## config.mk

```make
export PLATFORM = sky130hd
export DESIGN_NAME = axi_stall_injector
export DESIGN_NICKNAME = d
export VERILOG_FILES = /design/src/rtl/jtag_axi_pkg.sv /design/src/rtl/axi_stall_gate.sv /design/src/rtl/axi_stall_injector.sv
export SDC_FILE = /design/constraint.sdc
export NUM_CORES = 1
export LEC_CHECK = 0
export CAP_MARGIN = 20
export CORE_AREA = 2 2 200 202
export DETAILED_ROUTE_END_ITERATION = 6
export DIE_AREA = 0 0 202 204
export GPL_ROUTABILITY_DRIVEN = 0
export RECOVER_POWER = 25
export SYNTH_ARGS = -nofsm -noshare
export SYNTH_HDL_FRONTEND = slang
export SYNTH_SLANG_ARGS = --single-unit
```

## constraint.sdc

```tcl
create_clock -name clk_axi -period 8.4 [get_ports clk_axi]
set_input_delay 1.68 -clock clk_axi [delete_from_list [all_inputs] [get_ports clk_axi]]
set_output_delay 1.68 -clock clk_axi [all_outputs]
set_load 0.01 [all_outputs]
```

## src/rtl/jtag_axi_pkg.sv

```systemverilog
// Shared AXI4 bundle types, stall-injector modes and channel indices.
// No logic: types, constants and the LFSR step function only.
// Backpressure: n/a.
package jtag_axi_pkg;

  typedef enum logic [1:0] {
    INJ_PASS  = 2'd0,
    INJ_FIXED = 2'd1,
    INJ_RAND  = 2'd2,
    INJ_BLOCK = 2'd3
  } inj_mode_t;

  localparam int CH_AW   = 0;
  localparam int CH_W    = 1;
  localparam int CH_B    = 2;
  localparam int CH_AR   = 3;
  localparam int CH_R    = 4;
  localparam int INJ_NCH = 5;

  localparam int AXI_ID_W   = 4;
  localparam int AXI_ADDR_W = 32;
  localparam int AXI_DATA_W = 32;
  localparam int AXI_STRB_W = AXI_DATA_W / 8;

  // Galois feedback mask for x^16 + x^14 + x^13 + x^11 + 1 (right-shifting form)
  localparam logic [15:0] LFSR_TAPS = 16'hB400;

  typedef struct packed {
    logic [AXI_ID_W-1:0]   aw_id;
    logic [AXI_ADDR_W-1:0] aw_addr;
    logic [7:0]            aw_len;
    logic [2:0]            aw_size;
    logic [1:0]            aw_burst;
    logic                  aw_vld;
    logic [AXI_DATA_W-1:0] w_dat;
    logic [AXI_STRB_W-1:0] w_strb;
    logic                  w_last;
    logic                  w_vld;
    logic                  b_rdy;
    logic [AXI_ID_W-1:0]   ar_id;
    logic [AXI_ADDR_W-1:0] ar_addr;
    logic [7:0]            ar_len;
    logic [2:0]            ar_size;
    logic [1:0]            ar_burst;
    logic                  ar_vld;
    logic                  r_rdy;
  } s_axi_mosi_t;

  typedef struct packed {
    logic                  aw_rdy;
    logic                  w_rdy;
    logic [AXI_ID_W-1:0]   b_id;
    logic [1:0]            b_resp;
    logic                  b_vld;
    logic                  ar_rdy;
    logic [AXI_ID_W-1:0]   r_id;
    logic [AXI_DATA_W-1:0] r_dat;
    logic [1:0]            r_resp;
    logic                  r_last;
    logic                  r_vld;
  } s_axi_miso_t;

  function automatic logic [15:0] lfsr16_next(input logic [15:0] s);
    return {1'b0, s[15:1]} ^ (s[0] ? LFSR_TAPS : 16'h0000);
  endfunction

endpackage

```

## src/rtl/axi_stall_gate.sv

```systemverilog
// Single-channel valid/ready gate with programmable stall and stall-cycle counter.
// Latency: 0 cycles when open; D cycles from src_valid to open for a delayed beat.
// Backpressure: once opened for a beat the gate stays open until the handshake.
module axi_stall_gate
  import jtag_axi_pkg::*;
#(
  parameter int DLY_W = 8,
  parameter int CNT_W = 16
) (
  input  logic             clk_axi,
  input  logic             ares_axi,
  input  logic             src_valid,
  input  logic             dst_ready,
  input  inj_mode_t        mode,
  input  logic [DLY_W-1:0] delay,
  input  logic [DLY_W-1:0] rnd,
  input  logic             stall_clr,
  output logic             open,
  output logic             blocked,
  output logic [CNT_W-1:0] stall_cnt
);

  typedef enum logic [1:0] {
    ST_IDLE  = 2'd0,
    ST_WAIT  = 2'd1,
    ST_BLOCK = 2'd2
  } gate_st_t;

  gate_st_t         state;
  logic [DLY_W-1:0] cnt;
  logic [DLY_W-1:0] beat_dly;
  logic             idle_open;
  logic             open_raw;
  logic             hs;

  // Delay for a beat starting now, and the resulting gate state; reset forces it shut
  always_comb begin
    beat_dly = '0;
    case (mode)
      INJ_FIXED: beat_dly = delay;
      INJ_RAND:  beat_dly = rnd & delay;
      default:   beat_dly = '0;
    endcase
    idle_open = (mode != INJ_BLOCK) && (beat_dly == '0);
    case (state)
      ST_IDLE: open_raw = idle_open;
      ST_WAIT: open_raw = (cnt == '0);
      default: open_raw = 1'b0;
    endcase
    open = open_raw & ares_axi;
    hs   = src_valid & dst_ready & open;
  end

  // Per-beat stall FSM; a beat presented open but not accepted parks in WAIT with
  // cnt=0 so a later mode/LFSR change can never withdraw it
  always_ff @(posedge clk_axi or negedge ares_axi) begin
    if (!ares_axi) begin
      state   <= ST_IDLE;
      cnt     <= '0;
      blocked <= 1'b0;
    end else begin
      case (state)
        ST_IDLE: begin
          if (src_valid) begin
            if (mode == INJ_BLOCK) begin
              state   <= ST_BLOCK;
              blocked <= 1'b1;
            end else if (beat_dly != '0) begin
              cnt   <= beat_dly - 1'b1;
              state <= ST_WAIT;
            end else if (!dst_ready) begin
              cnt   <= '0;
              state <= ST_WAIT;
            end
          end
        end
        ST_WAIT: begin
          if (cnt != '0) begin
            cnt <= cnt - 1'b1;
          end else if (hs) begin
            state <= ST_IDLE;
          end
        end
        ST_BLOCK: begin
          if (mode != INJ_BLOCK) begin
            state   <= ST_IDLE;
            blocked <= 1'b0;
          end
        end
        default: begin
          state   <= ST_IDLE;
          blocked <= 1'b0;
        end
      endcase
    end
  end

  // Saturating count of cycles where the source offers a beat but the gate is shut
  always_ff @(posedge clk_axi or negedge ares_axi) begin
    if (!ares_axi) begin
      stall_cnt <= '0;
    end else if (stall_clr) begin
      stall_cnt <= '0;
    end else if (src_valid && !open && (stall_cnt != '1)) begin
      stall_cnt <= stall_cnt + 1'b1;
    end
  end

endmodule

```

## src/rtl/axi_stall_injector.sv

```systemverilog
// AXI4 handshake gate between master and slave injecting per-channel stalls.
// Latency: payload combinational; valid delayed 0..D cycles per beat by mode.
// Backpressure: ready forwarded only while a channel gate is open; never withdraws valid.
module axi_stall_injector
  import jtag_axi_pkg::*;
#(
  parameter int          DLY_W     = 8,
  parameter int          CNT_W     = 16,
  parameter logic [15:0] LFSR_SEED = 16'hACE1
) (
  input  logic                            clk_axi,
  input  logic                            ares_axi,
  input  s_axi_mosi_t                     m_mosi_i,
  output s_axi_miso_t                     m_miso_o,
  output s_axi_mosi_t                     s_mosi_o,
  input  s_axi_miso_t                     s_miso_i,
  input  logic [INJ_NCH-1:0][1:0]         cfg_mode_i,
  input  logic [INJ_NCH-1:0][DLY_W-1:0]   cfg_delay_i,
  input  logic                            stall_clr_i,
  output logic [INJ_NCH-1:0][CNT_W-1:0]   stall_cnt_o,
  output logic [INJ_NCH-1:0]              blocked_o
);

  logic [15:0]        lfsr_q;
  logic [INJ_NCH-1:0] src_vld;
  logic [INJ_NCH-1:0] dst_rdy;
  logic [INJ_NCH-1:0] gate_open;

  // Free-running LFSR shared by every channel in RAND mode
  always_ff @(posedge clk_axi or negedge ares_axi) begin
    if (!ares_axi) begin
      lfsr_q <= LFSR_SEED;
    end else begin
      lfsr_q <= lfsr16_next(lfsr_q);
    end
  end

  // Pick each channel's source valid and destination ready out of the bundles
  always_comb begin
    src_vld          = '0;
    dst_rdy          = '0;
    src_vld[CH_AW]   = m_mosi_i.aw_vld;
    dst_rdy[CH_AW]   = s_miso_i.aw_rdy;
    src_vld[CH_W]    = m_mosi_i.w_vld;
    dst_rdy[CH_W]    = s_miso_i.w_rdy;
    src_vld[CH_B]    = s_miso_i.b_vld;
    dst_rdy[CH_B]    = m_mosi_i.b_rdy;
    src_vld[CH_AR]   = m_mosi_i.ar_vld;
    dst_rdy[CH_AR]   = s_miso_i.ar_rdy;
    src_vld[CH_R]    = s_miso_i.r_vld;
    dst_rdy[CH_R]    = m_mosi_i.r_rdy;
  end

  for (genvar ch = 0; ch < INJ_NCH; ch++) begin : g_gate
    axi_stall_gate #(
      .DLY_W (DLY_W),
      .CNT_W (CNT_W)
    ) u_gate (
      .clk_axi   (clk_axi),
      .ares_axi  (ares_axi),
      .src_valid (src_vld[ch]),
      .dst_ready (dst_rdy[ch]),
      .mode      (inj_mode_t'(cfg_mode_i[ch])),
      .delay     (cfg_delay_i[ch]),
      .rnd       (lfsr_q[DLY_W-1:0]),
      .stall_clr (stall_clr_i),
      .open      (gate_open[ch]),
      .blocked   (blocked_o[ch]),
      .stall_cnt (stall_cnt_o[ch])
    );
  end

  // Payload passes untouched; only the valid/ready pairs are overridden by the gates
  always_comb begin
    s_mosi_o        = m_mosi_i;
    s_mosi_o.aw_vld = src_vld[CH_AW] & gate_open[CH_AW];
    s_mosi_o.w_vld  = src_vld[CH_W]  & gate_open[CH_W];
    s_mosi_o.ar_vld = src_vld[CH_AR] & gate_open[CH_AR];
    s_mosi_o.b_rdy  = dst_rdy[CH_B]  & gate_open[CH_B];
    s_mosi_o.r_rdy  = dst_rdy[CH_R]  & gate_open[CH_R];
    m_miso_o        = s_miso_i;
    m_miso_o.aw_rdy = dst_rdy[CH_AW] & gate_open[CH_AW];
    m_miso_o.w_rdy  = dst_rdy[CH_W]  & gate_open[CH_W];
    m_miso_o.ar_rdy = dst_rdy[CH_AR] & gate_open[CH_AR];
    m_miso_o.b_vld  = src_vld[CH_B]  & gate_open[CH_B];
    m_miso_o.r_vld  = src_vld[CH_R]  & gate_open[CH_R];
  end

endmodule

```

==> run summary <==
Status = finished, violations left
Failing checks = max-capacitance violations, max-slew violations
NumNets Final = 1600
DRC viols = 0
Buffers & Inverters on Critical Path = 3
Initial antenna violation count = 1
Routed WL per cell = 17.3 um
Hold buffer count at CTS = 0
Syn nets = 1655
Post-synth EDFFs = 0
Final min period = 6.88 ns
Die Footprint = 41200 um^2
Period Utilization, post-route = 82.0%
CP top delay family = buffers and inverters
Worst hold endpoint = lfsr_q[7]
Clock tree from TritonCTS = yes
Drt total wl = 32.0 mm
Tightest Pin Transition = 3.70 ns
TNS Setup = 0 ns
Die X-Extent = 202 um
Grt total ovfl = 0
Largest net degree at the start of global routing = 68
Crit. End Element = output port
Worst-path clk slew = 0.06 ns
Slowest cell on crit path = and4_1
Yosys top cell area share = 31.1%
Fmax = 0.145 GHz
Synth area leaders = dfrtp_1, buf_4, ha_1
R2r worst-path depth = 9
Maximum vdd ir drop = 142 uV
Post-synth ARST share = 100%
Post-synth top cells = buf_4, dfrtp_1, nor2_1
Area Growth Syn to Fin = 10.8%
Cell Area, Synth = 11500 um^2
Required time worst endpoint = 6.72 ns
# Max-Cap Violations = 2
Core Util, Final = 32.6%
Pwr Total = 2.49 mW
Routed vias = 9576
Sequential fraction of the synthesis area = 32.9%
Core area = 39200 um^2
Sinks on Clock Net = 151
Via density = 5.16
TritonCTS Buffers = 17
Synth area leader = dfrtp_1
Post-CTS Setup Bufs = 0
Final Hold Vio Count = 0
Post-Synthesis Cells = 1372
Power density cells = 195 nW/um^2
Setup violations, final = 0
CTS resizes = 0
HP Class = flop to flop
Lkg Pwr = 5.16 nW
Synth Flop Type = dfrtp_1
Post-DP HPWL = 23.6 mm
GR Util All Layers = 15.4%
Die height = 204 um
Clk Latency, worst-skew pair = 0.44 ns
Max Root-Sink Buffers = 2
CP max FO = 16
Flops & latches, synth = 151
RR Endpoint = g_gate[1].u_gate.stall_cnt[13]
Reg2Reg Setup Slack = 4.75 ns
Hold Crit Depth = 0
Cell with the most instances after synthesis = buf_4
Max Slew Vio Count = 107
Syn avg cell area = 8.40 um^2
Worst hold start = lfsr_q[8]
Crit path DAT = 5.20 ns
CP Launch Type = primary input
Antenna violation net count after detailed routing = 0
Slew margin rel. = -147%
Crit-path cells = clkdlybuf4s50_1 > inv_1 > ha_1 > nor2b_1 > a222oi_1 > and4_1 > o21bai_1 > and2_1 > clkdlybuf4s50_1
Setup Skew = 0.00713 ns
Synth warn = 0
Io pins = 518
First-pass GRT wire length = 50.0 mm
Reg2Reg Launch Point = lfsr_q[0]
Initial Util = 29.4%
Buffers on Ports = 157
Critical Path Start = cfg_mode_i[6]
Vias in the first global route = 9161
Layout cells sized above 1 = 4.44%
DRT iter0 DRCs = 639
Library cells used by synthesis = 80
RSZ-0062 raised after global routing = no
CP peak stage delay = 0.75 ns
Final hold slack = 0.355 ns
Crit Path Class = primary input to output port
Iteration count of the initial detailed-routing pass = 5
Std cell rows = 73
Crit path top cell by count = clkdlybuf4s50_1
H-Tree Depth = 4
CTS root buffer = clkbuf_16
# fillers = 4055
[layout make-up]
class                   count  area, um^2  area share [%]
multi-input cells         932        5930            46.4
flip-flops and latches    151        3790            29.7
repair buffers            162        1590            12.5
well taps                 525         657            5.15
clock buffers              19         453            3.55
inverters                  53         199            1.56
clock inverters            13         145            1.14
diodes                      1        2.50          0.0196
[how the worst max path moves through the flow]
stage | endpoint | cells past startpoint
2_1_floorplan | m_miso_o[40] | 12
3_3_place_gp | s_mosi_o[1] | 9
3_5_place_dp | s_mosi_o[1] | 9
4_1_cts | s_mosi_o[1] | 9
5_1_grt | m_miso_o[48] | 7
6_report | s_mosi_o[1] | 9
[routing by layer]
metal | wire, um | GRT usage, % | vias to the layer above
met5 | 0 | 0 | -
met4 | 804 | 5.72 | 0
met3 | 2190 | 5.12 | 75
met2 | 14900 | 24.8 | 301
met1 | 14100 | 19.2 | 4661
li1 | - | - | 4539
[logic make-up after synthesis]
logic type | after synthesis | synth area share (%)
mux | 14 | 1.34
compound gates | 260 | 15.0
simple gates | 543 | 25.1
xor+xnor | 75 | 5.70
flops | 151 | 32.9
buf+inv | 289 | 15.7
fa+ha+maj | 40 | 4.34
[stage by stage]
stage,cell area [um^2],cells,setup WS (ns)
floorplan,11500,1372,2.96
global placement,12200,1823,1.74
detailed placement,12200,1823,1.55
CTS,12800,1855,1.55
global route,12800,1855,1.09
finish,12800,1856,1.52
[where the power goes]
part	total, mW	internal, mW	switching [mW]
sequential	0.969	0.845	0.124
combinational	0.730	0.324	0.406
clock	0.793	0.456	0.337
[state kept, by name, summed over array words and instances (netlist names)]
signal                   cells
g_gate.u_gate.stall_cnt     80
g_gate.u_gate.cnt           40
g_gate.u_gate.blocked        5
g_gate.u_gate.state         10
lfsr_q                      16
[layout by cell type (no fill, tap or decap), drive strengths merged, types with 5 or more instances in the layout]
cell type / instances
a21o: 25
nor2: 114
xor2: 20
clkdlybuf4s50: 151
nor3b: 10
clkbuf: 22
ha: 40
and3: 27
dfstp: 8
a222oi: 5
o32a: 6
nor4b: 5
xnor2: 55
nand2: 90
nand4: 33
a22oi: 8
nand3: 56
o21a: 9
o2bb2ai: 6
mux2: 8
o31ai: 8
or3: 16
nand2b: 20
nor4: 29
clkinv: 5
and2: 22
a21oi: 86
a31oi: 6
nor2b: 44
or4: 6
and4: 9
o21ai: 48
mux2i: 6
inv: 56
nor3: 40
dfrtp: 143
or2: 7
nand3b: 6
Power figures use the tool's default switching activity.
